### config.mk
export PLATFORM = sky130hd
export DESIGN_NAME = studio2_mem_arbiter
export DESIGN_NICKNAME = d
export VERILOG_FILES = /design/src/rtl/studio2_pkg.sv /design/src/rtl/studio2_addr_decode.sv /design/src/rtl/studio2_mem_arbiter.sv
export SDC_FILE = /design/constraint.sdc
export NUM_CORES = 1
export LEC_CHECK = 0
export BUFFER_PORTS_ARGS = -buffer_cell sky130_fd_sc_hd__buf_2
export CORE_MARGIN = 4
export CORE_UTILIZATION = 25
export CTS_CLUSTER_DIAMETER = 100
export DETAILED_ROUTE_END_ITERATION = 10
export GPL_TIMING_DRIVEN = 0
export SKIP_CTS_REPAIR_TIMING = 1
export SLEW_MARGIN = 10
export SYNTH_ARGS = -nofsm -noshare
export SYNTH_HDL_FRONTEND = slang
export SYNTH_SLANG_ARGS = --single-unit
### constraint.sdc
create_clock -name clk_sys -period 1.7 [get_ports clk_sys]
set_input_delay 0.085 -clock clk_sys [delete_from_list [all_inputs] [get_ports clk_sys]]
set_output_delay 0.085 -clock clk_sys [all_outputs]
set_load 0.005 [all_outputs]
### src/rtl/studio2_pkg.sv
// studio2_pkg: shared owner/state encodings and the console address map
package studio2_pkg;
  typedef enum logic [1:0] {OWN_NONE, OWN_DL, OWN_DMA, OWN_CPU} owner_t;
  typedef enum logic [1:0] {ST_IDLE, ST_ACCESS, ST_RESP} state_t;
  localparam logic [15:0] ROM_END     = 16'h07FF;
  localparam logic [15:0] RAM_BASE    = 16'h0800;
  localparam logic [15:0] MIRROR_BASE = 16'h0C00;
  localparam logic [15:0] RAM_SIZE    = 16'h0200;
endpackage

### src/rtl/studio2_addr_decode.sv
// studio2_addr_decode: maps CPU addresses onto the 4 KB memory image and flags ROM writes
module studio2_addr_decode
  import studio2_pkg::*;
#(
  parameter int ADDR_W = 12
) (
  input  logic [15:0]       cpu_addr,
  input  logic              cpu_wr,
  output logic [ADDR_W-1:0] mapped_addr,
  output logic              hit,
  output logic              wr_ok
);
  logic rom, ram, mir;
  always_comb begin
    rom = cpu_addr <= ROM_END;
    ram = cpu_addr >= RAM_BASE && cpu_addr < RAM_BASE + RAM_SIZE;
    mir = cpu_addr >= MIRROR_BASE && cpu_addr < MIRROR_BASE + RAM_SIZE;
    hit = rom | ram | mir;
    wr_ok = !cpu_wr | ram | mir;
    mapped_addr = ADDR_W'(mir ? cpu_addr - (MIRROR_BASE - RAM_BASE) : cpu_addr);
  end
endmodule

### src/rtl/studio2_mem_arbiter.sv
// studio2_mem_arbiter: single-owner scheduler for the Studio II memory port (dl > dma > cpu)
module studio2_mem_arbiter
  import studio2_pkg::*;
#(
  parameter int          ADDR_W        = 12,
  parameter int          DMA_BURST_MAX = 8,
  parameter logic [7:0]  UNMAPPED_DATA = 8'hFF
) (
  input  logic              clk_sys,
  input  logic              reset,
  input  logic              dl_req,
  input  logic              dl_wr,
  input  logic [ADDR_W-1:0] dl_addr,
  input  logic [7:0]        dl_din,
  output logic              dl_ack,
  input  logic              dma_req,
  input  logic [ADDR_W-1:0] dma_addr,
  output logic              dma_ack,
  output logic [7:0]        dma_dout,
  input  logic              cpu_rd,
  input  logic              cpu_wr,
  input  logic [15:0]       cpu_addr,
  input  logic [7:0]        cpu_din,
  output logic              cpu_ack,
  output logic [7:0]        cpu_dout,
  output logic              cpu_wait_n,
  output logic              ro_viol,
  output logic              mem_ce,
  output logic              mem_we,
  output logic [ADDR_W-1:0] mem_addr,
  output logic [7:0]        mem_din,
  input  logic [7:0]        mem_dout
);
  localparam int CNT_W = $clog2(DMA_BURST_MAX + 1);
  state_t state, state_n;
  owner_t owner, grant;
  logic [CNT_W-1:0] burst, burst_n;
  logic [ADDR_W-1:0] l_addr, dec_addr;
  logic [7:0] l_din, dma_q, cpu_q;
  logic l_we, l_ce, l_unmap, l_viol, l_rd;
  logic cpu_pend, force_cpu, dec_hit, dec_wr_ok;

  studio2_addr_decode #(.ADDR_W(ADDR_W)) u_dec (
    .cpu_addr    (cpu_addr),
    .cpu_wr      (cpu_wr),
    .mapped_addr (dec_addr),
    .hit         (dec_hit),
    .wr_ok       (dec_wr_ok)
  );

  always_comb begin
    cpu_pend = cpu_rd | cpu_wr;
    force_cpu = burst == CNT_W'(DMA_BURST_MAX) && cpu_pend;
    grant = state != ST_IDLE ? OWN_NONE : force_cpu ? OWN_CPU : dl_req ? OWN_DL :
            dma_req ? OWN_DMA : cpu_pend ? OWN_CPU : OWN_NONE;
    state_n = state == ST_IDLE ? (grant != OWN_NONE ? ST_ACCESS : ST_IDLE) :
              state == ST_ACCESS ? ST_RESP : ST_IDLE;
    burst_n = state != ST_IDLE ? burst : grant == OWN_CPU ? '0 :
              grant == OWN_DMA ? (burst == CNT_W'(DMA_BURST_MAX) ? burst : burst + 1'b1) :
              !dma_req ? '0 : burst;
    mem_ce = state == ST_ACCESS && l_ce;
    mem_we = mem_ce && l_we;
    mem_addr = l_addr;
    mem_din = l_din;
    dl_ack = state == ST_RESP && owner == OWN_DL;
    dma_ack = state == ST_RESP && owner == OWN_DMA;
    cpu_ack = state == ST_RESP && owner == OWN_CPU;
    ro_viol = state == ST_RESP && l_viol;
    dma_dout = dma_ack ? mem_dout : dma_q;
    cpu_dout = cpu_ack && l_rd ? (l_unmap ? UNMAPPED_DATA : mem_dout) : cpu_q;
    cpu_wait_n = !(cpu_pend && owner != OWN_CPU) || cpu_ack;
  end

  // Operands are captured at grant so requesters may move on while the access runs
  always_ff @(posedge clk_sys) begin
    if (reset) begin
      state <= ST_IDLE;
      owner <= OWN_NONE;
      burst <= '0;
      l_addr <= '0;
      l_din <= '0;
      l_we <= 1'b0;
      l_ce <= 1'b0;
      l_unmap <= 1'b0;
      l_viol <= 1'b0;
      l_rd <= 1'b0;
      dma_q <= '0;
      cpu_q <= '0;
    end else begin
      state <= state_n;
      burst <= burst_n;
      dma_q <= dma_dout;
      cpu_q <= cpu_dout;
      if (state == ST_RESP) owner <= OWN_NONE;
      if (grant != OWN_NONE) begin
        owner <= grant;
        l_addr <= grant == OWN_DL ? dl_addr : grant == OWN_DMA ? dma_addr : dec_addr;
        l_din <= grant == OWN_DL ? dl_din : cpu_din;
        l_we <= grant == OWN_DL ? dl_wr : grant == OWN_CPU && cpu_wr && dec_hit && dec_wr_ok;
        l_ce <= grant != OWN_CPU || (dec_hit && dec_wr_ok);
        l_unmap <= grant == OWN_CPU && !dec_hit;
        l_viol <= grant == OWN_CPU && dec_hit && !dec_wr_ok;
        l_rd <= grant == OWN_CPU && !cpu_wr;
      end
    end
  end
endmodule

-- Word level (Yosys, flattened, before mapping)
Index checks and enable logic that the tools add are counted.
- output and inout port bits: 43
- bits in registers: 49
- logic and storage cells: 90
- input bits: 71
- eq/ne operators: 13
- multiplexer cells: 22
- reduce and logical (&&, ||, !) cells: 30
- bitwise gates (word level): 6
- $lt $le $gt $ge: 5
- $add $sub $neg: 2
- operator list (kind ; number):
    2-to-1 mux 12 bit ; 3
    greater-or-equal comparator 16 x 12 -> 1 bit (second input constant) ; 2
    < comparator 16 x 12 -> 1 bit (second input constant) ; 2
    2-to-1 mux 8 bit ; 4
    logical AND 1 bit ; 19
    2-to-1 mux 2 bit ; 9
    <= comparator 16 x 11 -> 1 bit (second input constant) ; 1
    2-to-1 mux 4 bit ; 4
    subtractor 12 x 11 -> 12 bit (second input constant) ; 1
    == test 2 bit (second input constant) ; 5
    == test 2 x 1 -> 1 bit (second input constant) ; 3
    nonzero test 2 bit ; 3
    bitwise OR 1 bit ; 5
    adder 4 x 1 -> 4 bit (second input constant) ; 1
    == test 4 bit (second input constant) ; 1
    zero test 1 bit ; 4
    inequality test 2 bit (second input constant) ; 2
    inequality test 3 x 1 -> 1 bit (second input constant) ; 1
    inequality test 3 bit (second input constant) ; 1
    AND reduction 3 bit ; 1
    zero test 2 bit ; 1
    logical OR 1 bit ; 2
    2-to-1 mux 1 bit ; 2
    NOT 1 bit ; 1

-- Logic depth before layout (Yosys ltp)
- depth after elaboration: 11
- gate-level depth with buffers: 9
- depth with buffers taken out: 7

-- Modules after synthesis
Synthesis repeated with hierarchy kept, for this count alone.
- cells, all modules: 293
- area, all modules: 2573.7 sq um
- by module, submodules not included (module ; seq. area each (sq um) ; cells each ; times used ; area each (sq um)):
    studio2_mem_arbiter ; 980.9 ; 261 ; 1 ; 2319.7
    studio2_addr_decode ; 0.0 ; 32 ; 1 ; 254.0

-- Least setup slack after synthesis
No wires, ideal clock.
- path type: reg2reg
- start: reg burst[0]
- end: reg l_addr[11] (netlist: mem_addr[11])
- path buffers: 2
- cell stages (with the launch flop): 10
- clock period less this slack: 1754 ps
- slack: -54 ps
- arrival: 1624 ps
- setup time: 130 ps
- cell sequence: dfxtp_1 inv_1 ha_1 and3b_1 buf_2 a21oi_2 buf_2 o21ai_0 o221ai_1 a21oi_1
- word-level cells in the longest chain between the ends: 7
- ends and longest elaborated chain (item ; RTL line ; RTL):
    from (decl) ; studio2_mem_arbiter.sv:37 ; logic [CNT_W-1:0] burst, burst_n;
    from (signal assigned) ; studio2_mem_arbiter.sv:91 ; burst <= burst_n;
    == test 4 bit * ; studio2_mem_arbiter.sv:53 ; force_cpu = burst == CNT_W'(DMA_BURST_MAX) && cpu_pend;
    logical AND 1 bit * ; studio2_mem_arbiter.sv:53 ;
    2-to-1 mux 2 bit * (2 in a row) ; studio2_mem_arbiter.sv:54 ; grant = state != ST_IDLE ? OWN_NONE : force_cpu ? OWN_CPU : dl_req ? OWN_DL :
    == test 2 bit ; studio2_mem_arbiter.sv:97 ; l_addr <= grant == OWN_DL ? dl_addr : grant == OWN_DMA ? dma_addr : dec_addr;
    2-to-1 mux 12 bit (2 in a row) ; studio2_mem_arbiter.sv:97 ;
    to (signal assigned) ; studio2_mem_arbiter.sv:97 ;
    to (decl) ; studio2_mem_arbiter.sv:38 ; logic [ADDR_W-1:0] l_addr, dec_addr;
Every way passes the cells marked *; elsewhere a longest branch is shown, timed or not.
A chain may end at the register's enable or synchronous reset.

-- Worst setup path in the final report
- start: reg state[1]
- end: out dma_dout[4]
- word-level cells in the longest chain between the ends: 3
- ends and longest elaborated chain (item ; RTL line ; RTL):
    from (decl) ; studio2_mem_arbiter.sv:35 ; state_t state, state_n;
    from (signal assigned) ; studio2_mem_arbiter.sv:90 ; state <= state_n;
    == test 2 bit ; studio2_mem_arbiter.sv:66 ; dma_ack = state == ST_RESP && owner == OWN_DMA;
    logical AND 1 bit ; studio2_mem_arbiter.sv:66 ;
    2-to-1 mux 8 bit ; studio2_mem_arbiter.sv:69 ; dma_dout = dma_ack ? mem_dout : dma_q;
    to (decl) ; studio2_mem_arbiter.sv:19 ; output logic [7:0] dma_dout,
No other way between the ends.

==> flow_metrics.env <==
export IMPL_synth_fa_ha_area_share_pct=2.42
export IMPL_violations="setup timing"
export IMPL_avgSynthCellArea_sq_um=8.12
export IMPL_synthFlopType="dfxtp_1"
export IMPL_io_pins=114
export IMPL_diodes=0
export IMPL_critical_path_cell_chain="nor2b_4 -> nand2_2 -> nor2_4 -> buf_12 -> mux2_1 -> buf_2"
export IMPL_routabilityCongestion=0.858
export IMPL_worstMarginPinSlew_ns=0.689
export IMPL_final_seq_area_sq_um=991
export IMPL_drt_iter0_drc=126
export IMPL_dp_hpwl_mm=6.39
export IMPL_synth_cell_types=45
export IMPL_hold_end="mem_din[6]$_SDFFE_PP0P_"
export IMPL_multi_input_area_sq_um=1690
export IMPL_hold_viol=0
export IMPL_drv_cap=0
export IMPL_core_area_sq_um=9910
export IMPL_tritoncts="yes"
export IMPL_antenna_found_initial=0
export IMPL_synth_top_family_by_area="simple AND/OR/NAND/NOR gates"
export IMPL_cts_sinks=49
export IMPL_synthMuxAreaShare_pct=6.59
export IMPL_synth_edf_count=0
export IMPL_synth_seq_cells=49
export IMPL_die_w_um=110
export IMPL_wl_per_cell_um=14.8
export IMPL_ys_warn_count=0
export IMPL_syn_num_nets=394
export IMPL_hold_slack_ns=0.0431
export IMPL_cts_root_buf="clkbuf_8"
export IMPL_instances_no_fill=594
export IMPL_skew_ns=0.0106
export IMPL_outcome="complete, but fails checks"
export IMPL_finalSetupViolCount=9
export IMPL_final_cell_mix="buf_2, dfxtp_1, nor2_1"
export IMPL_detail_route_antenna_nets=0
export IMPL_worstRegToRegCells=7
export IMPL_crit_path_end_kind="output port"
export IMPL_finalWirelength_mm=8.77
export IMPL_vias=2880
export IMPL_clk_path_buf_depth=2
export IMPL_crit_type="register to output port"
export IMPL_min_from="dl_din[6]"
export IMPL_max_stage_delay_ns=0.39
export IMPL_rrSetupSlack_ns=-0.02
export IMPL_rr_startpoint="burst[0]$_SDFFE_PP0P_"
export IMPL_cp_start_kind="register"
export IMPL_synthXorXnorAreaFrac_pct=0
export IMPL_grt_pass1_wl_mm=13.0
export IMPL_async_flop_share_pct=0
export IMPL_cts_htree_levels=2
export IMPL_io_buffer_count=111
export IMPL_nets=536
export IMPL_grt_use_total_pct=13.7
export IMPL_drive_gt1_share_pct=41.6
export IMPL_die_area_sq_um=12000
export IMPL_final_common_cell="buf_2"
export IMPL_leakage_uw=0.00178
export IMPL_cp_slowest_cell="dfxtp_4"
export IMPL_nFillCells=1030
export IMPL_dp_cells=562
export IMPL_grt_overflow=0
export IMPL_post_route_util_pct=40.0
export IMPL_area_growth_pct=53.6
export IMPL_holdCritPathClass="input pin to register"
export IMPL_worstPathArrival_ns=1.71
export IMPL_cts_buffers=5
export IMPL_synthSimpleGateAreaFrac_pct=24.2
export IMPL_finalPower_uw=3010
export IMPL_drc=0
export IMPL_p_per_area_nw_per_um2=760
export IMPL_power_ir_vdd_worst_uv=435
export IMPL_seq_area_frac_synth_pct=38.0
export IMPL_fmaxAchievable_mhz=558
export IMPL_syn_inst=318
export IMPL_rsz0062_at_grt="yes"
export IMPL_grt_pass1_vias=2679
export IMPL_maxSlewHeadroom_pct=54.1
export IMPL_synthesis_area_sq_um=2580
export IMPL_period_share_pct=105
export IMPL_std_cell_rows=36
export IMPL_final_max_slew_viol_count=0
export IMPL_drtPass1Iterations=4
export IMPL_crit_required_ns=1.62
export IMPL_clk_pin_slew_ns=0.10
export IMPL_fin_ws_ns=-0.0907
export IMPL_worstPathMaxFanout=9
export IMPL_synth_compound_area_share_pct=23.3
export IMPL_die_h_um=110
export IMPL_reg2reg_to="l_unmap$_SDFFE_PP0P_"
export IMPL_clk_latency_ns=0.30
export IMPL_grt_max_degree=17
export IMPL_holdPathStages=3
export IMPL_start_util_pct=26.1
export IMPL_period_needed_ns=1.79
export IMPL_viasPerCell=4.85
[logic make-up after synthesis]
group           count (synthesis)
fa+ha+maj                       5
flops                          49
buf+inv                        34
simple gates                  126
mux                            16
compound gates                 88
[area by class of cell]
class,instances,area share (%)
multi-input combinational,236,42.6
sequential,49,25.0
timing repair buffer,135,20.4
tap,133,4.19
buffer,15,2.65
clock buffer,5,1.73
clock inverter,3,1.73
inverter,18,1.70
[registers in the layout, summed over array words and instances, names as in the netlist]
register and cells:
mem_din 8, l_we 1, l_viol 1, owner 2, mem_addr 12, l_ce 1, burst 4, l_rd 1
l_unmap 1, state 2, cpu_q 8, dma_q 8
[synthesized netlist by cell type (2+ instances only)]
cell,n,area (sq um)
a21o_1,3,22.5
a21oi_1,11,55.1
a21oi_2,2,17.5
a311oi_1,3,26.3
a31oi_1,11,68.8
a32o_1,2,20.0
and2_1,19,119
buf_1,2,7.51
buf_2,7,35.0
clkbuf_1,6,22.5
dfxtp_1,49,981
ha_1,5,62.6
inv_1,18,67.6
mux2_1,8,90.1
mux2i_1,8,80.1
nand2_1,30,113
nand3_1,2,10.0
nand3b_1,3,22.5
nand4_1,5,31.3
nor2_1,44,165
nor2b_1,3,18.8
nor3_1,6,30.0
nor3b_1,5,37.5
o211ai_1,2,15.0
o21a_1,2,15.0
o21ai_0,4,20.0
o21ai_1,22,110
o221ai_1,11,96.3
o2bb2ai_1,8,70.1
or2_1,2,12.5
[worst max-delay path, delay by kind of cell, from the launching register on]
family | cells | cell delay [ns]
multiplexers | 1 | 0.34
buffers and inverters | 2 | 0.28
flip-flops | 1 | 0.39
AND/OR/NAND/NOR | 3 | 0.40
[per-stage QoR]
stage	area, sq um	setup WS, ns	TNS [ns]
2_1_floorplan	2580	-0.0382	-0.398
3_3_place_gp	3310	-0.347	-7.09
3_5_place_dp	3310	-0.408	-8.47
4_1_cts	3440	-0.455	-14.76
5_1_grt	3970	-0.170	-2.16
6_report	3970	-0.0907	-0.639
[routing by layer]
layer	vias to the layer above	share of wire [%]	GRT usage (%)	wire length [um]
met5	-	0	0	0
met3	11	5.5	2.76	481
met4	0	1.4	4.36	123
met2	100	50	23.4	4400
met1	1347	43	17.2	3760
li1	1422	-	-	-
[worst max path at each step]
| stage | startpoint | to | slack, ns | cells after the start |
|---|---|---|---|---|
| final | state[1]$_SDFF_PP0_ | dma_dout[4] | -0.09 | 6 |
| after global routing | state[1]$_SDFF_PP0_ | dma_dout[2] | -0.17 | 6 |
| after CTS | state[1]$_SDFF_PP0_ | cpu_dout[1] | -0.45 | 5 |
| after detailed placement | burst[0]$_SDFFE_PP0P_ | mem_addr[8]$_SDFFE_PP0P_ | -0.41 | 8 |
| after global placement | burst[0]$_SDFFE_PP0P_ | mem_addr[6]$_SDFFE_PP0P_ | -0.35 | 8 |
| after floorplan | burst[0]$_SDFFE_PP0P_ | mem_addr[0]$_SDFFE_PP0P_ | -0.04 | 8 |
[power by group]
group          internal (uW)  switching, uW
clock network            593            415
logic                    343            384
registers               1230           50.5
(Power assumes the default switching activity.)
